File: config.mk
export PLATFORM = sky130hd
export DESIGN_NAME = merge_select_ctrl_flat
export DESIGN_NICKNAME = d
export VERILOG_FILES = /design/src/rtl/merge_pkg.sv /design/src/rtl/merge_select_ctrl_if.sv /design/src/rtl/merge_credit_counter.sv /design/src/rtl/merge_select_ctrl.sv /design/src/flat_wrapper.sv
export SDC_FILE = /design/constraint.sdc
export NUM_CORES = 1
export LEC_CHECK = 0
export CORE_MARGIN = 5
export CORE_UTILIZATION = 39
export CTS_CLUSTER_DIAMETER = 40
export DETAILED_ROUTE_END_ITERATION = 12
export PLACE_DENSITY = 0.75
export SLEW_MARGIN = 10
export SYNTH_ARGS = -nofsm -noshare
export SYNTH_HDL_FRONTEND = slang
export SYNTH_SLANG_ARGS = --single-unit
File: constraint.sdc
create_clock -name i_clk -period 5.7 [get_ports i_clk]
set_input_delay 0.855 -clock i_clk [delete_from_list [all_inputs] [get_ports i_clk]]
set_output_delay 0.855 -clock i_clk [all_outputs]
set_load 0.03 [all_outputs]
File: src/rtl/merge_pkg.sv
// Shared definitions for the merge-tree sequencing controllers.
//   - Default tuple and key widths.
//   - FSM state encodings. Encoding 3 is unused and is treated as MERGE.
//   - The run terminator, which is the all-zero tuple.
//   - The per-cycle decision record produced by the select logic.
package merge_pkg;

  localparam int DATA_WIDTH_DEF = 128;
  localparam int KEY_WIDTH_DEF  = 80;

  typedef logic [1:0] state_t;

  localparam logic [1:0] ST_MERGE   = 2'd0;
  localparam logic [1:0] ST_DRAIN_A = 2'd1;
  localparam logic [1:0] ST_DRAIN_B = 2'd2;

  localparam logic [DATA_WIDTH_DEF-1:0] TERM_TUPLE = '0;

  // One cycle's worth of select/issue decision.
  typedef struct packed {
    logic   issue;    // a tuple goes out on the next edge
    logic   sel_b;    // issued tuple comes from B (else A)
    logic   deq_a;
    logic   deq_b;
    logic   last;     // issued tuple is the run terminator
    logic   run_inc;  // a complete output run finishes
    state_t nxt;
  } decision_t;

endpackage

File: src/rtl/merge_select_ctrl_if.sv
// Handshake bundle between the two input FIFOs, the merge controller and the
// downstream FIFO.
//   i_a_data/i_a_empty, i_b_data/i_b_empty : FWFT heads of FIFO A and FIFO B
//   o_a_deq/o_b_deq                        : dequeue strobes (combinational)
//   i_credit_return                        : downstream popped one tuple
//   o_valid/o_data/o_last                  : registered output tuple
// The slave modport is the controller's view; the master modport is the view
// of the surrounding FIFOs and downstream logic.
interface merge_select_ctrl_if
  import merge_pkg::*;
#(
  parameter int DATA_WIDTH = DATA_WIDTH_DEF
);
  logic [DATA_WIDTH-1:0] i_a_data;
  logic                  i_a_empty;
  logic [DATA_WIDTH-1:0] i_b_data;
  logic                  i_b_empty;
  logic                  o_a_deq;
  logic                  o_b_deq;
  logic                  i_credit_return;
  logic                  o_valid;
  logic [DATA_WIDTH-1:0] o_data;
  logic                  o_last;

  modport slave (
    input  i_a_data, i_a_empty, i_b_data, i_b_empty, i_credit_return,
    output o_a_deq, o_b_deq, o_valid, o_data, o_last
  );

  modport master (
    output i_a_data, i_a_empty, i_b_data, i_b_empty, i_credit_return,
    input  o_a_deq, o_b_deq, o_valid, o_data, o_last
  );
endinterface

File: src/rtl/merge_credit_counter.sv
// Saturating up/down credit counter shared by every merge-tree level.
//   i_clk, i_rst : clock, synchronous active-high reset (loads CREDITS)
//   i_take       : one credit consumed by an issue this cycle
//   i_return     : one credit given back by the downstream FIFO
//   o_avail      : registered credit is non-zero
// A return while already full is a protocol error; the counter saturates
// rather than wrapping so that one stray return cannot drain the gate.
module merge_credit_counter
  import merge_pkg::*;
#(
  parameter int CREDITS      = 16,
  parameter int CREDIT_WIDTH = 5
) (
  input  logic i_clk,
  input  logic i_rst,
  input  logic i_take,
  input  logic i_return,
  output logic o_avail
);

  localparam logic [CREDIT_WIDTH-1:0] FULL = CREDIT_WIDTH'(CREDITS);

  logic [CREDIT_WIDTH-1:0] r_credit;

  always_ff @(posedge i_clk) begin
    if (i_rst) begin
      r_credit <= FULL;
    end else begin
      case ({i_take, i_return})
        2'b01: if (r_credit != FULL) r_credit <= r_credit + CREDIT_WIDTH'(1);
        2'b10: if (r_credit != '0)   r_credit <= r_credit - CREDIT_WIDTH'(1);
        default: ;  // idle, or take and return cancel out
      endcase
    end
  end

  assign o_avail = (r_credit != '0);

endmodule

File: src/rtl/merge_select_ctrl.sv
// Sequencing controller for one 2-to-1 stage of the merge tree.
// Each cycle it picks the head of FIFO A or FIFO B (smaller key wins, ties go
// to A), dequeues it and registers it towards the bitonic merge datapath.
// All-zero tuples terminate a run: when one side reaches its terminator the
// other side is drained, then both terminators are consumed together and a
// single terminator is forwarded with o_last set.
//   i_clk, i_rst : clock, synchronous active-high reset
//   bus          : merge_select_ctrl_if.slave (FIFO heads, deq, credit, output)
//   o_state      : current FSM state (debug)
//   o_run_count  : completed output runs, wrapping
module merge_select_ctrl
  import merge_pkg::*;
#(
  parameter int DATA_WIDTH   = DATA_WIDTH_DEF,
  parameter int KEY_WIDTH    = KEY_WIDTH_DEF,
  parameter int CREDITS      = 16,
  parameter int CREDIT_WIDTH = 5
) (
  input  logic                 i_clk,
  input  logic                 i_rst,
  merge_select_ctrl_if.slave   bus,
  output logic [1:0]           o_state,
  output logic [15:0]          o_run_count
);

  localparam logic [DATA_WIDTH-1:0] TERM = DATA_WIDTH'(TERM_TUPLE);

  state_t                r_state;
  logic                  r_vld_p1;
  logic [DATA_WIDTH-1:0] r_data_p1;
  logic                  r_last_p1;
  logic [15:0]           r_run_count;

  logic      w_credit_ok;
  logic      w_a_term;
  logic      w_b_term;
  logic      w_a_le_b;
  state_t    w_cur;
  decision_t w_dec;

  merge_credit_counter #(
    .CREDITS      (CREDITS),
    .CREDIT_WIDTH (CREDIT_WIDTH)
  ) u_credit (
    .i_clk    (i_clk),
    .i_rst    (i_rst),
    .i_take   (w_dec.issue),
    .i_return (bus.i_credit_return),
    .o_avail  (w_credit_ok)
  );

  assign w_a_term = ~bus.i_a_empty & (bus.i_a_data == TERM);
  assign w_b_term = ~bus.i_b_empty & (bus.i_b_data == TERM);
  assign w_a_le_b = (bus.i_a_data[KEY_WIDTH-1:0] <= bus.i_b_data[KEY_WIDTH-1:0]);
  assign w_cur    = (r_state == ST_DRAIN_A || r_state == ST_DRAIN_B) ? r_state : ST_MERGE;

  // Stage p0: select decision from the FIFO heads and registered credit.
  // The credit gate uses only registered credit, so i_credit_return never
  // reaches the dequeue strobes combinationally.
  always_comb begin
    w_dec     = '0;
    w_dec.nxt = w_cur;
    if (!i_rst && w_credit_ok) begin
      case (w_cur)
        ST_DRAIN_B: begin
          // A's terminator waits at its head until B's terminator arrives.
          if (!bus.i_b_empty) begin
            w_dec.issue = 1'b1;
            w_dec.sel_b = 1'b1;
            w_dec.deq_b = 1'b1;
            if (w_b_term) begin
              w_dec.deq_a   = ~bus.i_a_empty;
              w_dec.last    = 1'b1;
              w_dec.run_inc = 1'b1;
              w_dec.nxt     = ST_MERGE;
            end
          end
        end
        ST_DRAIN_A: begin
          if (!bus.i_a_empty) begin
            w_dec.issue = 1'b1;
            w_dec.deq_a = 1'b1;
            if (w_a_term) begin
              w_dec.deq_b   = ~bus.i_b_empty;
              w_dec.last    = 1'b1;
              w_dec.run_inc = 1'b1;
              w_dec.nxt     = ST_MERGE;
            end
          end
        end
        default: begin
          if (!bus.i_a_empty && !bus.i_b_empty) begin
            if (w_a_term && w_b_term) begin
              w_dec.issue   = 1'b1;
              w_dec.deq_a   = 1'b1;
              w_dec.deq_b   = 1'b1;
              w_dec.last    = 1'b1;
              w_dec.run_inc = 1'b1;
            end else if (w_a_term) begin
              w_dec.nxt = ST_DRAIN_B;
            end else if (w_b_term) begin
              w_dec.nxt = ST_DRAIN_A;
            end else begin
              // Ties favour A so equal keys keep their arrival order.
              w_dec.issue = 1'b1;
              w_dec.sel_b = ~w_a_le_b;
              w_dec.deq_a = w_a_le_b;
              w_dec.deq_b = ~w_a_le_b;
            end
          end
        end
      endcase
    end
  end

  // Stage p1: registered output tuple, FSM state and run counter.
  always_ff @(posedge i_clk) begin
    if (i_rst) begin
      r_state     <= ST_MERGE;
      r_vld_p1    <= 1'b0;
      r_data_p1   <= '0;
      r_last_p1   <= 1'b0;
      r_run_count <= '0;
    end else begin
      r_state  <= w_dec.nxt;
      r_vld_p1 <= w_dec.issue;
      r_last_p1 <= w_dec.issue & w_dec.last;
      if (w_dec.issue) r_data_p1 <= w_dec.sel_b ? bus.i_b_data : bus.i_a_data;
      if (w_dec.run_inc) r_run_count <= r_run_count + 16'd1;
    end
  end

  assign bus.o_a_deq = w_dec.deq_a;
  assign bus.o_b_deq = w_dec.deq_b;
  assign bus.o_valid = r_vld_p1;
  assign bus.o_data  = r_data_p1;
  assign bus.o_last  = r_last_p1;
  assign o_state     = r_state;
  assign o_run_count = r_run_count;

endmodule
File: src/flat_wrapper.sv
// flat-port wrapper written by rule: the top's interface ports become plain ports
module merge_select_ctrl_flat import merge_pkg::*;
#(
  parameter int DATA_WIDTH   = DATA_WIDTH_DEF,
  parameter int KEY_WIDTH    = KEY_WIDTH_DEF,
  parameter int CREDITS      = 16,
  parameter int CREDIT_WIDTH = 5
)
  (i_clk, i_rst, o_state, o_run_count, bus_i_a_data, bus_i_a_empty, bus_i_b_data, bus_i_b_empty, bus_i_credit_return, bus_o_a_deq, bus_o_b_deq, bus_o_valid, bus_o_data, bus_o_last);
  merge_select_ctrl_if #(.DATA_WIDTH(DATA_WIDTH)) bus_i ();
  input  logic i_clk;
  input  logic i_rst;
  output logic [1:0] o_state;
  output logic [15:0] o_run_count;
  input wire logic [$bits(bus_i.i_a_data)-1:0] bus_i_a_data;
  input wire logic [$bits(bus_i.i_a_empty)-1:0] bus_i_a_empty;
  input wire logic [$bits(bus_i.i_b_data)-1:0] bus_i_b_data;
  input wire logic [$bits(bus_i.i_b_empty)-1:0] bus_i_b_empty;
  input wire logic [$bits(bus_i.i_credit_return)-1:0] bus_i_credit_return;
  output wire logic [$bits(bus_i.o_a_deq)-1:0] bus_o_a_deq;
  output wire logic [$bits(bus_i.o_b_deq)-1:0] bus_o_b_deq;
  output wire logic [$bits(bus_i.o_valid)-1:0] bus_o_valid;
  output wire logic [$bits(bus_i.o_data)-1:0] bus_o_data;
  output wire logic [$bits(bus_i.o_last)-1:0] bus_o_last;
  assign bus_i.i_a_data = bus_i_a_data;
  assign bus_i.i_a_empty = bus_i_a_empty;
  assign bus_i.i_b_data = bus_i_b_data;
  assign bus_i.i_b_empty = bus_i_b_empty;
  assign bus_i.i_credit_return = bus_i_credit_return;
  assign bus_o_a_deq = bus_i.o_a_deq;
  assign bus_o_b_deq = bus_i.o_b_deq;
  assign bus_o_valid = bus_i.o_valid;
  assign bus_o_data = bus_i.o_data;
  assign bus_o_last = bus_i.o_last;
  merge_select_ctrl #(.DATA_WIDTH(DATA_WIDTH), .KEY_WIDTH(KEY_WIDTH), .CREDITS(CREDITS), .CREDIT_WIDTH(CREDIT_WIDTH)) u_core (.i_clk(i_clk), .i_rst(i_rst), .bus(bus_i), .o_state(o_state), .o_run_count(o_run_count));
endmodule
## Word level (Yosys, flattened, before mapping)

Cells that the tools add are included.

| storage, ports and cells | value |
|---|---|
| register bits after elaboration | 153 |
| input bits | 261 |
| output and inout bits | 150 |
| word-level logic and storage cells | 62 |

| cells by class | value |
|---|---|
| $add $sub $neg | 3 |
| $lt $le $gt $ge | 1 |
| equal/unequal tests | 9 |
| mux-type cells | 25 |
| bitwise gates (word level) | 6 |
| reduce and logical (&&, ||, !) cells | 12 |

Operators by type and width:

| kind | count |
|---|---|
| $logic_not A128 Y1 | 2 |
| $mux W128 | 1 |
| $le A80 B80 Y1 | 1 |
| $mux W8 | 3 |
| $add A16 B1 Y16 const B | 1 |
| $mux W5 | 3 |
| $mux W2 | 6 |
| $mux W4 | 3 |
| $pmux W6 S2 | 1 |
| $pmux W5 S2 | 1 |
| $eq A2 B1 Y1 const B | 3 |
| $eq A2 B2 Y1 const B | 3 |
| $mux W6 | 1 |
| $add A5 B1 Y5 const B | 1 |
| $ne A5 B5 Y1 const B | 1 |
| $reduce_bool A5 Y1 | 1 |
| $sub A5 B1 Y5 const B | 1 |
| $mux W1 | 4 |
| $pmux W1 S2 | 2 |
| $and A1 B1 Y1 | 3 |
| $logic_and A1 B1 Y1 | 3 |
| $logic_not A1 Y1 | 3 |
| $not A1 Y1 | 3 |
| $reduce_and A3 Y1 | 1 |
| other kinds (4) | 4 |

## Depth between registers and ports, before layout

Gate-level depths: netlist (run 1).

| depth | value |
|---|---|
| word-level depth | 12 |
| depth in mapped cells | 16 |
| gate-level depth less buffers | 16 |

## Cells and area by module

From an unflattened synthesis (run 1), not the netlist that was laid out.

| second synthesis, totals | value |
|---|---|
| cells, all modules | 1129 |
| area total of the unflattened synthesis | 9800.6 sq um |

By module, submodules not included:

| module | times used | cells each | area an instance (sq um) | seq. area each (sq um) |
|---|---|---|---|---|
| merge_select_ctrl | 1 | 1089 | 9427.8 | 2962.8 |
| merge_credit_counter | 1 | 40 | 372.9 | 100.1 |

## Worst setup path before layout (run 1)

Ideal clock, no wire load.

| path | value |
|---|---|
| path kind | input -> output |
| start | input port bus_i_b_data[30] |
| end | output port bus_o_b_deq |
| arrival time | 3.483 ns |
| required time | 4.845 ns |
| slack | 1.362 ns |
| stages on the path | 11 |
| path buffers | 0 |
| cells stage by stage | inv_1 ha_1 nand4_1 nor4_1 a221oi_1 a21oi_1 a211oi_1 o211ai_1 a31oi_1 o21ai_0 nor4b_1 |

| between the ends | value |
|---|---|
| longest elaborated chain between the ends | 8 |
| elaborated cells between the ends (all ways) | 11 |
| classes of those cells | order compare: 1; mux: 6; bitwise: 2; reduce/logical: 2 |

Ends and longest elaborated chain:

| item | line | RTL |
|---|---|---|
| from (decl) | flat_wrapper.sv:17 | `input wire logic [$bits(bus_i.i_b_data)-1:0] bus_i_b_data;` |
| $le A80 B80 Y1 / $logic_not A128 Y1 (equally long branches) | merge_select_ctrl.sv:54, merge_select_ctrl.sv:53 |  |
| $not A1 Y1 / $and A1 B1 Y1 (equally long branches) | merge_select_ctrl.sv:108, merge_select_ctrl.sv:53 |  |
| $mux W4 | merge_select_ctrl.sv:101 | `end else if (w_b_term) begin` |
| $mux W4 | merge_select_ctrl.sv:99 | `end else if (w_a_term) begin` |
| $mux W2 * | merge_select_ctrl.sv:93 | `if (w_a_term && w_b_term) begin` |
| $mux W8 * | merge_select_ctrl.sv:92 | `if (!bus.i_a_empty && !bus.i_b_empty) begin` |
| $pmux W6 S2 * | merge_select_ctrl.sv:64 | `case (w_cur)` |
| $mux W8 * | merge_select_ctrl.sv:63 | `if (!i_rst && w_credit_ok) begin` |
| to (decl) | flat_wrapper.sv:21 | `output wire logic [$bits(bus_i.o_b_deq)-1:0] bus_o_b_deq;` |

Mark *: on every way between the ends. The rest lies on a longest branch, timed or not.

## Worst setup path in the final report (run 1)

| path | value |
|---|---|
| start | input port bus_i_b_data[7] |
| end | output port bus_o_b_deq |

The elaborated chain is that of the path after synthesis.

==> results of run 1 <==
## area by class of cell
class | count | share of cell area (%)
Antenna cell | 2 | 0.03414
Inverter | 91 | 2.330
Tap cell | 324 | 2.765
Sequential cell | 153 | 20.89
Clock buffer | 18 | 2.996
Multi-Input combinational cell | 810 | 40.24
Timing Repair Buffer | 434 | 29.80
Clock inverter | 14 | 0.9388
## power by group through the flow
stage	clock (mW)	combinational (mW)	sequential, mW
after floorplan	0	0.327	1.28
after detailed placement	0	0.867	1.18
after global placement	0	0.857	1.18
after global routing	1.21	0.940	1.17
final	1.15	0.872	1.16
after CTS	1.17	0.873	1.16
## cells by family (layout without fill, tap and decap cells)
logic type      Yosys count  count (layout)
compound gates          222             222
xor+xnor                 16              16
fa+ha+maj                88              88
buf+inv                 152             557
flops                   153             153
mux                     130             130
other cells               0               2
simple gates            354             354
## worst max-delay path by stage
stage,from,endpoint,slack (ns)
detailed placement,bus_i_b_data[1],bus_o_b_deq,0.06
CTS,bus_i_b_data[1],bus_o_b_deq,0.05
floorplan,bus_i_b_data[30],bus_o_b_deq,1.36
finish,bus_i_b_data[7],bus_o_b_deq,0.42
global route,bus_i_b_data[25],bus_o_b_deq,0.20
global placement,bus_i_b_data[1],bus_o_b_deq,0.15
## registers in the layout, indices dropped and copies added (netlist names)
| signal | flops |
|---|---|
| u_core.o_state | 2 |
| u_core.bus.o_last | 1 |
| u_core.bus.o_valid | 1 |
| u_core.o_run_count | 16 |
| u_core.u_credit.r_credit | 5 |
| u_core.bus.o_data | 128 |
## cell usage in the layout, fill, tap and decap left out, drive strengths merged, types with 5 or more instances in the layout
master and instances:
a211oi 134, a21o 9, a21oi 39, and3 5, buf 25, clkbuf 18, clkdlybuf4s50 409, dfxtp 153
ha 87, inv 97, mux2i 130, nand2 42, nand3 12, nand4 37, nor2 160, nor3 11
nor4 70, o211ai 6, o21ai 17, xor2 12
## critical path: cells and delay by family
| family | cells | cell delay (ns) |
|---|---|---|
| and+or+nand+nor | 2 | 0.41 |
| adders and majority gates | 1 | 0.32 |
| AOI/OAI and AO/OA | 6 | 1.48 |
| buffers and inverters | 3 | 1.36 |
## stage by stage
stage,util [%],hold WS (ns),total power [mW],cells
final,60.28,0.4971,3.178,1846
after global routing,60.28,0.5152,3.315,1846
after CTS,60.23,0.4992,3.199,1844
after detailed placement,57.86,0.4901,2.050,1812
after global placement,57.86,0.4809,2.038,1812
after floorplan,-,0.4884,1.608,1115
## per-layer routing
metal  part of all wire [%]  vias to the layer above  GRT usage (%)  wire length [um]
li1                       -                     4908              -                 -
met1                     41                     4604          32.53             16030
met2                     49                      369          46.50             19100
met3                    7.5                       54          7.277              2935
met4                    2.3                        0          7.649               909
met5                      0                        -              0                 0
## what timing repair did
item                                    CTS  global route
endpoints found under the setup margin    0             1
hold endpoints to repair                  0             0
resized for setup                         0             2
==> flow_summary.ini, run 1 <==
[timing]
setup_ws_ns = 0.4200
max_slew_margin_pct = 39.22
period_minus_slack_ns = 5.280
rsz0062_at_grt = no
min_period_over_period_pct = 92.63
finalSetupViolCount = 0
final_hold_viol_count = 0
drv_slew = 0
worst_pin_slew_ns = 0.9117
max_freq_mhz = 189.4
finClkSkew_ns = 0.01431
finalSetupTns_ns = 0

[critical_path]
slowest_delay_ns = 0.73
path_common_cell = clkdlybuf4s50_1
path_class = in -> out
r2r_cells = 10
required_ns = 4.85
end_kind = output port
cp_slowest_cell = clkdlybuf4s50_1
critPathMaxFanout = 3
r2r_start = u_core.u_credit.r_credit[0]
critical_path_arrival_ns = 4.43
r2r-end = u_core.u_credit.r_credit[4]
r2r_setup_slack_ns = 2.54
crit_path_start_kind = input pin
cp_cell_sequence = clkdlybuf4s50_1, inv_1, ha_1, nand4_1, a2111oi_1, a211oi_1, a211o_1, o211ai_1, a31oi_1, o21ai_0, nor4b_2, clkdlybuf4s50_1

[synthesis]
syn-num-nets = 1464
yosysTopAreaCellShare_pct = 31.89
synth_compound_area_share_pct = 16.28
synthCells = 1115
synth_top_family_by_area = simple AND/OR/NAND/NOR gates
synth-adder-area-share_pct = 11.54
synth_seq_cells = 153
postSynth.asyncResetShare_pct = 0
synth_ff_type = dfxtp_1
synth.yosys.seq_area_share_pct = 31.89
synth.avg_cell_area_um2 = 8.614
synth-edff-count = 0
synthMuxAreaShare_pct = 13.55
yosys.area_share.simple_pct = 18.32
synth_most_common_cell = nor2_1
yosysUniqueCellTypes = 50
synth-xor-area-share_pct = 1.459
yosys-top-cells-count = nor2_1, dfxtp_1, a211oi_1
synth_top_cell_by_area = dfxtp_1
ys_warn_count = 0
syn_area_um2 = 9604
synthTopCellsByArea = dfxtp_1, mux2i_1, ha_1

[power]
seq_power_share_pct = 36.5
peakVddDrop_v = 0.0001557
p_leak_nw = 6.359
intPower_mw = 2.166
p_switching_mw = 1.011
combPwrFrac_pct = 27.4
power.density_nw_per_um2 = 216.8
switching_share_pct = 31.83
power.clock.fraction_pct = 36.1

[clock_network]
cts_root_buf = clkbuf_16
hold_buffers = 0
clock_sinks = 153
cts_buffers = 17
cts_setup_buffers = 0
insertion_delay_ns = 0.42
clk_pin_slew_ns = 0.06
cts_tree = yes
clock_path_buffers = 2
htreeDepth = 4

[place]
pre_cts_ws_ns = 0.05850
port_buffers = 410
gp_congestion = 0.9381
placed_cell_area_um2 = 14070
dpl.hpwl_mm = 31.71

[global_route]
grt_use_total_pct = 26.77
grt_start_max_net_pins = 130
antenna_found_initial = 2
grt_pass1_wl_mm = 58.41
grt_overflow = 0
grt_pass1_vias = 9862

[finish]
final_cell_area_um2 = 14660
layout-drive-gt1-share_pct = 4.737
syn_to_final_growth_pct = 52.64
regArea_um2 = 3063
nets = 1856
multi_input_area_um2 = 5899
fillerInstances = 2185

[floorplan]
initial_core_util_pct = 39.49
die_w_um = 166.9
core_um2 = 24320
rows = 57
die_area_um2 = 27860
fp.dieH_um = 166.9
io_pins = 411

[detailed_routing]
drc = 0
vias_per_cell = 5.382
dr.pass1.iters = 5
routed_wl_mm = 38.97
drtAntennaViolNets = 0
vias = 9935
drt_iter0_drc = 515
wl_per_cell_um = 21.11

[job]
cap_viol_max_count = 0

[worst_hold_path]
holdPathEnd = u_core.bus.o_data[87]
hold_path_depth = 2
hp-class = reg -> reg
min_from = u_core.bus.o_data[87]

[outcome]
status = complete, no violations
No activity file was read; power rests on OpenSTA's default activity.
==> run 2, diff against run 1 <==
==> constraint.sdc (replaced) <==
create_clock -name i_clk -period 5.75 [get_ports i_clk]
set_input_delay 0.8625 -clock i_clk [delete_from_list [all_inputs] [get_ports i_clk]]
set_output_delay 0.8625 -clock i_clk [all_outputs]
set_load 0.03 [all_outputs]
==> flow_summary.ini, run 2 (synthesis results as in run 1) <==
[place]
port_buffers = 410
dpl.hpwl_mm = 32.24
gp_congestion = 0.9860
dp.cells = 1818
pre_cts_ws_ns = 0.1857

[timing]
drv_slew = 0
rsz0062_at_grt = no
setup_ws_ns = 0.3014
finalSetupTns_ns = 0
period_minus_slack_ns = 5.449
min_period_over_period_pct = 94.76
final_hold_viol_count = 0
finClkSkew_ns = 0.01560
finalSetupViolCount = 0
worst_pin_slew_ns = 0.9550
max_freq_mhz = 183.5
max_slew_margin_pct = 35.74

[critical_path]
path_class = in -> out
crit_path_start_kind = input pin
path_common_cell = clkdlybuf4s50_1
slowest_delay_ns = 0.74
cp_slowest_cell = clkdlybuf4s50_1
end_kind = output port
critPathMaxFanout = 3
r2r_start = u_core.u_credit.r_credit[0]
required_ns = 4.89
r2r-end = u_core.u_credit.r_credit[4]
r2r_setup_slack_ns = 2.47
cp_cell_sequence = clkdlybuf4s50_1, inv_1, ha_1, nand4_1, nor4_1, a221oi_1, a21oi_1, a211oi_1, o211ai_1, a31oi_1, o21ai_0, nor4b_2, clkdlybuf4s50_1
r2r_cells = 10
critical_path_arrival_ns = 4.59

[power]
power.density_nw_per_um2 = 216.3
p_leak_nw = 6.390
p_switching_mw = 0.9918
seq_power_share_pct = 36.1
power.clock.fraction_pct = 36.6
intPower_mw = 2.192
combPwrFrac_pct = 27.2
switching_share_pct = 31.15
peakVddDrop_v = 0.0001595

[global_route]
grt_start_max_net_pins = 79
grt_pass1_vias = 10018
grt_overflow = 0
antenna_found_initial = 3
grt_use_total_pct = 27.14
grt_pass1_wl_mm = 59.23

[worst_hold_path]
hold_path_depth = 2
hp-class = reg -> reg
min_from = u_core.bus.o_data[21]
holdPathEnd = u_core.bus.o_data[21]

[clock_network]
clock_sinks = 153
cts_root_buf = clkbuf_16
htreeDepth = 4
clk_pin_slew_ns = 0.06
cts_setup_buffers = 0
insertion_delay_ns = 0.43
clock_path_buffers = 2
cts_tree = yes
cts_buffers = 17

[floorplan]
initial_core_util_pct = 39.49
die_w_um = 166.9
fp.dieH_um = 166.9
core_um2 = 24320
die_area_um2 = 27860
rows = 57
io_pins = 411

[finish]
largest_reg_flops = 128
multi_input_area_um2 = 5898
nets = 1862
regArea_um2 = 3063
fillerInstances = 2170
mostFrequentLayoutCells = clkdlybuf4s50_1, nor2_1, dfxtp_1
layout-drive-gt1-share_pct = 5.111
final_cells = 1852
syn_to_final_growth_pct = 53.22
layout_commonest_cell = clkdlybuf4s50_1

[outcome]
status = complete, no violations

[detailed_routing]
drtAntennaViolNets = 0
wl_per_cell_um = 21.21
drt_iter0_drc = 546
dr.pass1.iters = 5
vias = 10054
routed_wl_mm = 39.29
drc = 0
vias_per_cell = 5.429

[job]
cap_viol_max_count = 0
[run 2: metal layers]
layer | GRT usage [%] | up-vias | wire length (um) | share of wire, %
met3 | 7.229 | 66 | 2998 | 7.6
met5 | 0 | - | 13 | 0.033
met1 | 33.43 | 4681 | 16330 | 42
met4 | 9.214 | 2 | 1151 | 2.9
li1 | - | 4932 | - | -
met2 | 45.97 | 373 | 18800 | 48
[run 2: how the worst max path moves through the flow]
stage / startpoint / endpoint
2_1_floorplan: bus_i_b_data[30] / bus_o_b_deq
3_3_place_gp: bus_i_b_data[26] / bus_o_b_deq
3_5_place_dp: bus_i_b_data[26] / bus_o_b_deq
4_1_cts: bus_i_b_data[26] / bus_o_b_deq
5_1_grt: bus_i_b_data[26] / bus_o_b_deq
6_report: bus_i_b_data[26] / bus_o_b_deq
[run 2: worst max-delay path, delay by kind of cell]
family                     cells  cell delay [ns]
adders and majority gates      1             0.30
buffers and inverters          3             1.42
and+or+nand+nor                3             0.88
AOI/OAI and AO/OA              6             1.12
[run 2: power groups by stage]
| stage | logic [mW] | registers [mW] | clock network, mW |
|---|---|---|---|
| 2_1_floorplan | 0.324 | 1.27 | 0 |
| 3_3_place_gp | 0.851 | 1.17 | 0 |
| 3_5_place_dp | 0.863 | 1.17 | 0 |
| 4_1_cts | 0.867 | 1.15 | 1.19 |
| 5_1_grt | 0.934 | 1.16 | 1.24 |
| 6_report | 0.867 | 1.15 | 1.17 |
[run 2: repair_timing]
action,CTS,global route
hold buffers,0,0
resized for setup,0,1
setup endpoints to repair,0,1
[run 2: per-stage QoR]
| step | hold slack (ns) | instance area [um^2] | utilization [%] | power (mW) |
|---|---|---|---|---|
| after detailed placement | 0.4906 | 14100 | 57.99 | 2.036 |
| after global routing | 0.5124 | 14720 | 60.51 | 3.327 |
| after floorplan | 0.4884 | 9604 | - | 1.594 |
| final | 0.4970 | 14720 | 60.51 | 3.184 |
| after global placement | 0.4805 | 14100 | 57.99 | 2.023 |
| after CTS | 0.5009 | 14700 | 60.46 | 3.210 |
[run 2: layout make-up]
cell class	count	share of cell area (%)
multi-input combinational	810	40.08
clock buffer	18	2.984
inverter	91	2.321
clock inverter	14	1.097
tap	324	2.755
timing repair buffer	440	29.91
antenna	2	0.03401
sequential	153	20.81
